$ cat config.mk
export PLATFORM = sky130hd
export DESIGN_NAME = hazard_fwd_ctrl
export DESIGN_NICKNAME = d
export VERILOG_FILES = /design/src/rtl/hazard_fwd_ctrl.sv
export SDC_FILE = /design/constraint.sdc
export NUM_CORES = 1
export LEC_CHECK = 0
export CORE_AREA = 5 5 54 56
export CTS_BUF_LIST = sky130_fd_sc_hd__clkbuf_8 sky130_fd_sc_hd__clkbuf_16
export CTS_CLUSTER_SIZE = 10
export DETAILED_ROUTE_END_ITERATION = 8
export DIE_AREA = 0 0 59 61
export GPL_TIMING_DRIVEN = 1
export PLACE_DENSITY = 0.81
export SETUP_SLACK_MARGIN = 0.1
export SKIP_CTS_REPAIR_TIMING = 1
export SLEW_MARGIN = 20
export SYNTH_ARGS = -nofsm -noshare
export SYNTH_HDL_FRONTEND = slang
export SYNTH_SLANG_ARGS = --single-unit
$ cat constraint.sdc
create_clock -name clk -period 1.5 [get_ports clk]
set_input_delay 0.225 -clock clk [delete_from_list [all_inputs] [get_ports clk]]
set_output_delay 0.225 -clock clk [all_outputs]
set_load 0.02 [all_outputs]
$ cat src/rtl/hazard_fwd_ctrl.sv
// Unified hazard/forwarding controller for the 5-stage pipeline: scoreboard of in-flight
// destinations, registered EX forwarding selects, load-use stall, redirect flush. Optional: HAZ_PERF_CNT_EN.
module hazard_fwd_ctrl #(
    parameter int REG_AW     = 5,
    parameter int FWD_STAGES = 3,
    parameter int LOAD_LAT   = 2,
    parameter int BR_PENALTY = 2
) (
    input  logic                              clk,
    input  logic                              reset,
    input  logic                              id_valid,
    input  logic [REG_AW-1:0]                 id_rs1,
    input  logic [REG_AW-1:0]                 id_rs2,
    input  logic                              id_rs1_used,
    input  logic                              id_rs2_used,
    input  logic [REG_AW-1:0]                 id_rd,
    input  logic                              id_rw,
    input  logic                              id_is_load,
    input  logic                              ex_redirect,
    output logic                              stall_o,
    output logic                              flush_o,
    output logic [$clog2(FWD_STAGES+1)-1:0]   fwd_sel_a_ex,
    output logic [$clog2(FWD_STAGES+1)-1:0]   fwd_sel_b_ex
`ifdef HAZ_PERF_CNT_EN
    ,
    output logic [31:0]                       perf_stall_cnt,
    output logic [31:0]                       perf_flush_cnt
`endif
);

    localparam int SEL_W = $clog2(FWD_STAGES + 1);
    localparam int CNT_W = $clog2(BR_PENALTY + 1);
    localparam logic [CNT_W-1:0] CNT_ONE    = CNT_W'(1);
    localparam logic [CNT_W-1:0] CNT_RELOAD = CNT_W'(BR_PENALTY - 1);

    typedef struct packed {
        logic             hit;
        logic             hazard;
        logic [SEL_W-1:0] sel;
    } match_t;

    // Index 0 is the EX stage; higher indices are older instructions.
    logic [FWD_STAGES-1:0]             sb_valid_r;
    logic [FWD_STAGES-1:0]             sb_load_r;
    logic [FWD_STAGES-1:0][REG_AW-1:0] sb_rd_r;

    logic [CNT_W-1:0] flush_cnt_r;
    logic [CNT_W-1:0] flush_cnt_nxt_s;
    logic [SEL_W-1:0] fwd_sel_a_r;
    logic [SEL_W-1:0] fwd_sel_b_r;

    logic             flush_s;
    logic             stall_s;
    logic             issue_s;
    logic             ins_valid_s;
    logic             ins_load_s;
    logic [REG_AW-1:0] ins_rd_s;
    match_t           match_a_s;
    match_t           match_b_s;

    // Nearest producer of a source among the forwardable stages; the loop runs oldest
    // first so the youngest matching entry overwrites any older one.
    function automatic match_t find_match(
        input logic                              used,
        input logic [REG_AW-1:0]                 src,
        input logic [FWD_STAGES-1:0]             vld,
        input logic [FWD_STAGES-1:0]             ld,
        input logic [FWD_STAGES-1:0][REG_AW-1:0] rd
    );
        match_t m;
        m.hit    = 1'b0;
        m.hazard = 1'b0;
        m.sel    = {SEL_W{1'b0}};
        for (int j = FWD_STAGES - 2; j >= 0; j--) begin
            if (used && (src != {REG_AW{1'b0}}) && vld[j] && (rd[j] == src)) begin
                m.hit    = 1'b1;
                m.hazard = ld[j] && ((j + 1) < LOAD_LAT);
                m.sel    = SEL_W'(j + 2);
            end
        end
        return m;
    endfunction

    // Source matching against the scoreboard
    always_comb begin
        match_a_s = find_match(id_rs1_used, id_rs1, sb_valid_r, sb_load_r, sb_rd_r);
        match_b_s = find_match(id_rs2_used, id_rs2, sb_valid_r, sb_load_r, sb_rd_r);
    end

    // Flush has priority: a squashed ID instruction can never stall
    always_comb begin
        flush_s = ex_redirect | (flush_cnt_r != {CNT_W{1'b0}});
        if (flush_s) begin
            stall_s = 1'b0;
        end else begin
            stall_s = id_valid & (match_a_s.hazard | match_b_s.hazard);
        end
        issue_s = id_valid & ~stall_s & ~flush_s;
    end

    // Entry written into the EX slot of the scoreboard (bubble unless ID issues)
    always_comb begin
        ins_valid_s = 1'b0;
        ins_load_s  = 1'b0;
        ins_rd_s    = {REG_AW{1'b0}};
        if (issue_s) begin
            ins_valid_s = id_rw & (id_rd != {REG_AW{1'b0}});
            ins_load_s  = id_is_load;
            ins_rd_s    = id_rd;
        end else begin
            ins_valid_s = 1'b0;
        end
    end

    // Redirect counter: a redirect seen while a window is open belongs to squashed EX contents
    always_comb begin
        flush_cnt_nxt_s = flush_cnt_r;
        if (flush_cnt_r != {CNT_W{1'b0}}) begin
            flush_cnt_nxt_s = flush_cnt_r - CNT_ONE;
        end else if (ex_redirect) begin
            flush_cnt_nxt_s = CNT_RELOAD;
        end else begin
            flush_cnt_nxt_s = {CNT_W{1'b0}};
        end
    end

    // Scoreboard shift, registered forwarding selects and flush counter
    always_ff @(posedge clk) begin
        if (!reset) begin
            sb_valid_r  <= {FWD_STAGES{1'b0}};
            sb_load_r   <= {FWD_STAGES{1'b0}};
            sb_rd_r     <= {(FWD_STAGES*REG_AW){1'b0}};
            flush_cnt_r <= {CNT_W{1'b0}};
            fwd_sel_a_r <= {SEL_W{1'b0}};
            fwd_sel_b_r <= {SEL_W{1'b0}};
        end else begin
            sb_valid_r  <= {sb_valid_r[FWD_STAGES-2:0], ins_valid_s};
            sb_load_r   <= {sb_load_r[FWD_STAGES-2:0], ins_load_s};
            sb_rd_r     <= {sb_rd_r[FWD_STAGES-2:0], ins_rd_s};
            flush_cnt_r <= flush_cnt_nxt_s;
            fwd_sel_a_r <= issue_s ? match_a_s.sel : {SEL_W{1'b0}};
            fwd_sel_b_r <= issue_s ? match_b_s.sel : {SEL_W{1'b0}};
        end
    end

    assign stall_o      = stall_s;
    assign flush_o      = flush_s;
    assign fwd_sel_a_ex = fwd_sel_a_r;
    assign fwd_sel_b_ex = fwd_sel_b_r;

`ifdef HAZ_PERF_CNT_EN
    logic [31:0] perf_stall_cnt_r;
    logic [31:0] perf_flush_cnt_r;

    // Free-running stall/flush cycle counters, wrapping at 2^32
    always_ff @(posedge clk) begin
        if (!reset) begin
            perf_stall_cnt_r <= 32'd0;
            perf_flush_cnt_r <= 32'd0;
        end else begin
            perf_stall_cnt_r <= perf_stall_cnt_r + {31'd0, stall_s};
            perf_flush_cnt_r <= perf_flush_cnt_r + {31'd0, flush_s};
        end
    end

    assign perf_stall_cnt = perf_stall_cnt_r;
    assign perf_flush_cnt = perf_flush_cnt_r;
`endif

endmodule

==> metrics.txt, run 1 <==
Clock Pin Slew Worst Setup and Hold Paths 0.07 ns; worst hold slack between 0.5 and 0.6 ns; Final Cycle Share 132%; Final Util ~67%; Period minus WS final a little under 2 ns; die height about 61 µm; nets@finish about 180; endpoints failing setup 11; critical path fanouts, max 3; top cells by area in the synthesized netlist dfxtp_1, xnor2_1, xor2_1; Area Growth Syn to Fin 75.5%; # diodes 0; Post-DP Area 1390 µm²; asr flop ratio synth 0%; dpl cells 175; final setup TNS -2.81 ns; port bufs 28; Seq. cell area approximately 390 µm²; htree depth 1; post-synth net total 121; Hold Path Origin id_is_load; cell taking the most area after synthesis dfxtp_1; Main synth FF type dfxtp_1; Post-synth top cells dfxtp_1, nand2_1, xnor2_1, xor2_1, nor2_1; CP arrival between 1.5 and 2 ns; synthesis-stage register bit count 19; I/O pins 29; Final ANT Viol Nets 0; Synth cell types 27; max_cap viols 0; CTS Buf Count 3; Least-Margin Pin Slew roughly 0.37 ns; root buf cell clkbuf_8; Die Width 59 µm; GPL Wtd Cong 0.881; Via Count around 910; critical path startpoint category register; global-route usage over all layers between 10% and 20%; post-route cell area between 1500 and 2000 µm²; largest net degree at the start of global routing 12; failing checks negative setup slack; initial antenna violation count 0; Crit path required time about 1.3 ns; Post-Syn Instances between 90 and 100; drt wl/cell approximately 15 µm; number of synthesized flops with an enable pin 0; R2R setup slack -0.26 ns; Setup WS pre-CTS -0.935 ns; Leakage slightly below 0.8 nW; status finished, violations left; count leader, synth dfxtp_1; RSZ-0062 raised after global routing true; DR DRC count 0; yosys warns 0; post-synth top area share a little over two fifths; sequential area share after synthesis between 40% and 50%; CTS tree yes; crit path kind reg -> out; worst vdd ir 0.614 mV; Routed WL 2780 µm; crit path capture type output port; 1st-iter DRT viols 16; Worst Clk Skew between 0.002 and 0.0025 ns; fmax between 0.5 and 0.6 GHz; total power ~1.1 mW; Syn Std Cell Area approximately 900 µm²; multi-input gate area in the final layout between 500 and 600 µm²; layout cells sized above 1 between 30% and 40%; clk buf depth 2; hpwl dp 2060 µm; # clock sinks 19; R2R Path Start sb_rd_r[0]; final hold viol count 0; FP Rows 18; relative slew slack 74.8%; first-pass GRT wire length between 4000 and 5000 µm; number of global-route vias before repair ~990; Worst Setup SP sb_rd_r[0]; first-pass detailed-route iteration total 4; area of the die around 3600 µm²; final setup margin -0.482 ns; Worst-Skew Late Latency 0.26 ns; Post-Syn Area per Cell around 9.4 µm²; grt total ovfl 0; Slew Limit Fails 0; Cell Count, Final, Fillers Out approximately 180; core area 2390 µm²; Initial Util between 30% and 40%; post-DR vias/cell slightly below 5; Fillers between 200 and 250; pwr dens 718 nW/µm²; Worst Hold Class in -> reg
[placed cells by master (no fill, tap or decap), types with 2 or more instances in the layout]
cell,Yosys,layout
nor2_1,9,9
dfxtp_2,0,5
dfxtp_1,19,14
and2_1,5,5
and4_2,1,2
nand4_1,3,3
a211oi_1,2,2
clkdlybuf4s50_1,0,14
xnor2_1,10,9
nor3_2,1,4
nand3_1,3,2
o21ai_0,2,2
buf_4,0,23
nor4_2,2,2
dlymetal6s2s_1,0,12
xor2_1,10,9
clkbuf_8,0,3
buf_6,0,5
inv_2,0,3
nand2_1,10,10
[power breakdown]
group / switching [mW] / total [mW] / internal, mW
combinational: 0.102 / 0.252 / 0.150
clock: 0.179 / 0.364 / 0.185
sequential: 0.0104 / 0.531 / 0.521
total: 0.291 / 1.15 / 0.856
[state kept, by name (all words and copies together), names as in the netlist]
| register | cells |
|---|---|
| fwd_sel_a_ex | 2 |
| sb_load_r | 1 |
| sb_valid_r | 2 |
| fwd_sel_b_ex | 2 |
| sb_rd_r | 10 |
| flush_cnt_r | 2 |
[worst paths after layout]
check	end	depth (start not counted)
setup / recovery	stall_o	5
hold / removal	sb_load_r[0]	3
setup reg to reg	fwd_sel_a_ex[1]	7
hold reg to reg	sb_valid_r[1]	1
[worst max-delay path, stage by stage (launching register included)]
cell	delay (ns)
dfxtp_2	0.35
xor2_1	0.17
nor4_2	0.41
nand4_2	0.22
a21boi_4	0.22
buf_6	0.14
[cell type report]
class / count / share of cell area (%)
clock buffers: 3 / 2.59
clock inverters: 1 / 0.313
inverters: 3 / 0.705
multi-input cells: 74 / 37.3
flip-flops and latches: 19 / 24.2
well taps: 30 / 2.35
repair buffers: 54 / 32.5
[logic make-up (layout without fill, tap and decap cells)]
group / after synthesis / count (layout) / share of synthesized area, %
and+or+nand+nor: 46 / 46 / 29.2
adders and majority gates: 1 / 1 / 1.38
DFF: 19 / 19 / 41.8
AOI/OAI and AO/OA: 7 / 7 / 6.74
buffers and inverters: 4 / 61 / 1.65
xor gates and xnor gates: 20 / 20 / 19.3
[layer usage]
metal	vias to the layer above	global-route usage [%]	wire, µm
met5	-	0	0
met4	0	11.7	105
met3	9	4.26	124
met2	27	28.2	1480
met1	426	17.9	1070
li1	446	-	-
(Power assumes the default switching activity.)
==> run 2, diff against run 1 <==
RECOVER_POWER = 50   (was unset)
==> metrics.txt, run 2 (synthesis results as in run 1) <==
CTS tree yes (unchanged); relative slew slack 74.8% (unchanged); critical path fanouts, max 3 (unchanged); critical path startpoint category register (unchanged); Area Growth Syn to Fin 75.1% (was 75.5%); final setup margin -0.480 ns (was -0.482 ns); pwr dens 719 nW/µm² (was 718 nW/µm²); largest net degree at the start of global routing 12 (unchanged); max_cap viols 0 (unchanged); Period minus WS final 1.98 ns (about the same); Largest Register sb_rd_r (unchanged); Worst Clk Skew 0.00167 ns (was 0.00214 ns); Top delay family on crit path simple AND/OR/NAND/NOR gates (unchanged); Worst Hold Class in -> reg (unchanged); global-route usage over all layers 16.6% (unchanged); worst-path cell with the longest stage delay nor4_2 (unchanged); final hold viol count 0 (unchanged); failing checks negative setup slack (unchanged); first-pass GRT wire length 4280 µm (unchanged); Final ANT Viol Nets 0 (unchanged); final setup TNS -2.79 ns (was -2.81 ns); Largest register FFs 10 (unchanged); DR DRC count 0 (unchanged); grt total ovfl 0 (unchanged); commonest cells after routing, fill and taps aside buf_4, dfxtp_1, clkdlybuf4s50_1 (unchanged); Slew Limit Fails 0 (unchanged); status finished, violations left (unchanged); Worst-Skew Late Latency 0.26 ns (about the same); r2r worst-path depth 7 (unchanged); 1st-iter DRT viols 18 (was 16); Cell Count, Final, Fillers Out 184 (unchanged); FP Rows 18 (unchanged); drt wl/cell 15.2 µm (was 15.1 µm); Routed WL 2800 µm (was 2780 µm); leading cell type in the layout, fill and taps excluded buf_4 (unchanged); WP buf/inv 1 (unchanged); Initial Util 38.1% (unchanged); Die Width 59 µm (unchanged); CTS Buf Count 3 (unchanged); Clock Pin Slew Worst Setup and Hold Paths 0.07 ns (about the same); # clock sinks 19 (unchanged); die height 61 µm (unchanged); Least-Margin Pin Slew 0.375 ns (about the same); clk buf depth 2 (unchanged); endpoints failing setup 11 (unchanged); first-pass detailed-route iteration total 4 (unchanged); GPL Wtd Cong 0.881 (unchanged); port bufs 28 (unchanged); dpl cells 175 (unchanged); # diodes 0 (unchanged); core area 2390 µm² (unchanged); hpwl dp 2060 µm (unchanged); nets@finish 179 (unchanged); Leakage 0.767 nW (was 0.773 nW); number of global-route vias before repair 985 (unchanged); root buf cell clkbuf_8 (unchanged); Final Cycle Share 132% (about the same); Crit path required time 1.27 ns (about the same); I/O pins 29 (unchanged); RSZ-0062 raised after global routing true (unchanged); fmax 0.505 GHz (about the same); crit path kind reg -> out (unchanged); post-DR vias/cell 4.95 (was 4.93); CP arrival 1.76 ns (about the same); total power 1.14 mW (was 1.15 mW); Via Count 910 (was 908); layout cells sized above 1 37.7% (was 38.3%); initial antenna violation count 0 (unchanged); crit path capture type output port (unchanged); CP max stage delay 0.41 ns (about the same); htree depth 1 (unchanged); Setup WS pre-CTS -0.935 ns (unchanged); total stage count of the critical path 5 (unchanged); worst path cell trace xor2_1 > nor4_2 > nand4_2 > a21boi_4 > buf_6 (unchanged); worst vdd ir 0.614 mV (about the same); area of the die 3600 µm² (unchanged); Cells on Worst Hold Path 3 (unchanged)
==> run 2: power breakdown <==
group / switching [mW] / internal [mW]
clock: 0.178 / 0.185
sequential: 0.0103 / 0.521
combinational: 0.103 / 0.148
==> run 2: routing by layer <==
layer  vias to the layer above  share of wire (%)  GRT usage [%]
met3                         9                4.4           4.26
met1                       427                 38           17.9
met4                         0                3.8           11.7
met5                         -                  0              0
li1                        447                  -              -
met2                        27                 53           28.2
==> run 2: cell type report <==
cell class              instances  area [µm²]
fillers                       215         795
multi-input cells              74         596
repair buffers                 54         515
flip-flops and latches         19         387
clock buffers                   3        41.3
well taps                      30        37.5
inverters                       3        11.3
clock inverters                 1        5.00
==> run 2: worst register-to-register path, cell delays in order, from the launching register on <==
cell and delay, ns:
dfxtp_2 0.34, xor2_1 0.17, nor4_2 0.41, nand4_2 0.22, a21boi_4 0.22, buf_4 0.14, buf_6 0.11, a211oi_1 0.04
==> run 2: worst paths after layout <==
check	startpoint	end	slack, ns
worst max-delay path	sb_rd_r[0]	stall_o	-0.48
worst min-delay path	id_is_load	sb_load_r[0]	0.51
worst max register to register	sb_rd_r[0]	fwd_sel_b_ex[1]	-0.26
worst min register to register	sb_valid_r[0]	sb_valid_r[1]	0.51
==> run 2: through the flow <==
| stage | hold WS (ns) | utilization [%] | instance area, µm² |
|---|---|---|---|
| floorplan | 0.331 | - | 913 |
| CTS | 0.502 | 60.0 | 1430 |
| global route | 0.515 | 66.7 | 1590 |
| detailed placement | 0.493 | 58.0 | 1390 |
| global placement | 0.486 | 58.0 | 1390 |
| finish | 0.507 | 66.7 | 1590 |
==> run 3, diff against run 2 <==
CORE_AREA = 3 3 52 54   (was 5 5 54 56)
DIE_AREA = 0 0 55 57   (was 0 0 59 61)
HOLD_SLACK_MARGIN = 0.12   (was unset)
==> metrics.txt, run 3 (synthesis results as in run 1) <==
status finished, violations left (unchanged); Die Width 55 µm (was 59 µm); endpoints failing setup 10 (was 11); RSZ-0062 raised after global routing true (unchanged); number of global-route vias before repair 986 (was 985); leading cell type in the layout, fill and taps excluded buf_4 (unchanged); final hold viol count 0 (unchanged); largest net degree at the start of global routing 11 (was 12); hpwl dp 2010 µm (was 2060 µm); core area 2250 µm² (was 2390 µm²); FP Rows 17 (was 18); # diodes 0 (unchanged); Initial Util 40.3% (was 38.1%); I/O pins 29 (unchanged); htree depth 1 (unchanged); Largest Register sb_rd_r (unchanged); Least-Margin Pin Slew 0.268 ns (was 0.375 ns); Cell Count, Final, Fillers Out 179 (was 184); Final Cycle Share 126% (was 132%); CP arrival 1.67 ns (was 1.76 ns); final setup margin -0.392 ns (was -0.480 ns); worst vdd ir 0.704 mV (was 0.614 mV); Routed WL 3100 µm (was 2800 µm); Worst-Skew Late Latency 0.26 ns (about the same); GPL Wtd Cong 0.848 (was 0.881); Crit path required time 1.27 ns (about the same); root buf cell clkbuf_8 (unchanged); Setup WS pre-CTS -0.918 ns (was -0.935 ns); dpl cells 171 (was 175); global-route usage over all layers 19.1% (was 16.6%); crit path kind reg -> out (unchanged); Via Count 951 (was 910); nets@finish 176 (was 179); crit path capture type output port (unchanged); CTS tree yes (unchanged); port bufs 28 (unchanged); Seq. cell area 389 µm² (was 387 µm²); max_cap viols 0 (unchanged); Clock Pin Slew Worst Setup and Hold Paths 0.07 ns (about the same); first-pass GRT wire length 4240 µm (was 4280 µm); 1st-iter DRT viols 20 (was 18); clk buf depth 2 (unchanged); layout cells sized above 1 38.4% (was 37.7%); Period minus WS final 1.89 ns (was 1.98 ns); Area Growth Syn to Fin 76.8% (was 75.1%); post-DR vias/cell 5.31 (was 4.95); relative slew slack 82.0% (was 74.8%); Worst Clk Skew 0.00565 ns (was 0.00167 ns); critical path fanouts, max 3 (unchanged); Fillers 162 (was 215); DR DRC count 0 (unchanged); Final Util 71.3% (was 66.7%); area of the die 3140 µm² (was 3600 µm²); pwr dens 705 nW/µm² (was 719 nW/µm²); fmax 0.529 GHz (was 0.505 GHz); initial antenna violation count 0 (unchanged); Worst Hold Class in -> reg (unchanged); grt total ovfl 0 (unchanged); critical path startpoint category register (unchanged); failing checks negative setup slack (unchanged); Largest register FFs 10 (unchanged); # clock sinks 19 (unchanged); Slew Limit Fails 0 (unchanged); die height 57 µm (was 61 µm); Final ANT Viol Nets 0 (unchanged); Leakage 0.781 nW (was 0.767 nW); commonest cells after routing, fill and taps aside buf_4, dlymetal6s2s_1, dfxtp_1 (was buf_4, dfxtp_1, clkdlybuf4s50_1); drt wl/cell 17.3 µm (was 15.2 µm); first-pass detailed-route iteration total 4 (unchanged); CTS Buf Count 3 (unchanged); multi-input gate area in the final layout 631 µm² (was 596 µm²)
## run 3: changes by cell type in the layout (fill, tap and decap cells not counted), moves of 3 or more
cell,change
clkdlybuf4s50_1,-3
dlymetal6s2s_1,+3
xor2_1,-4
xor2_2,+4
## run 3: report_power, final
part / leakage (nW) / internal, mW / switching [mW]
clock: 0.0269 / 0.182 / 0.169
combinational: 0.598 / 0.141 / 0.110
sequential: 0.157 / 0.519 / 0.0121
## run 3: final timing paths
kind,startpoint,end,cells past startpoint,slack [ns]
worst max register to register,sb_rd_r[0],fwd_sel_a_ex[1],7,-0.20
worst min-delay path,id_is_load,sb_load_r[0],3,0.48
worst max-delay path,sb_rd_r[0],stall_o,5,-0.39
worst min register to register,sb_rd_r[2],sb_rd_r[7],1,0.51
## run 3: through the flow
step | TNS [ns] | power [mW] | hold WS [ns] | area (µm²)
after floorplan | 0 | 0.612 | 0.331 | 913
after global placement | -5.24 | 0.740 | 0.488 | 1370
after detailed placement | -5.88 | 0.751 | 0.487 | 1370
after CTS | -3.13 | 1.10 | 0.485 | 1410
after global routing | -2.75 | 1.18 | 0.510 | 1610
final | -2.02 | 1.13 | 0.481 | 1610
## run 3: worst max-delay path: stages (launching register included)
cell and delay [ns]:
dfxtp_2 0.36, xor2_2 0.17, nor4_4 0.33, nand4_2 0.20, a21boi_4 0.21, buf_6 0.14
## run 3: layer usage
layer | up-vias | track usage [%] | routed length (µm)
li1 | 446 | - | -
met1 | 435 | 20.7 | 1110
met2 | 49 | 31.6 | 1640
met3 | 21 | 3.66 | 145
met4 | 0 | 14.2 | 203
met5 | - | 0 | 0
## run 3: area by class of cell
cell class	count	share of cell area (%)
Clock buffer	3	2.57
Clock inverter	1	0.233
Multi-Input combinational cell	74	39.2
Tap cell	28	2.18
Timing Repair Buffer	51	30.9
Sequential cell	19	24.2
Inverter	3	0.700
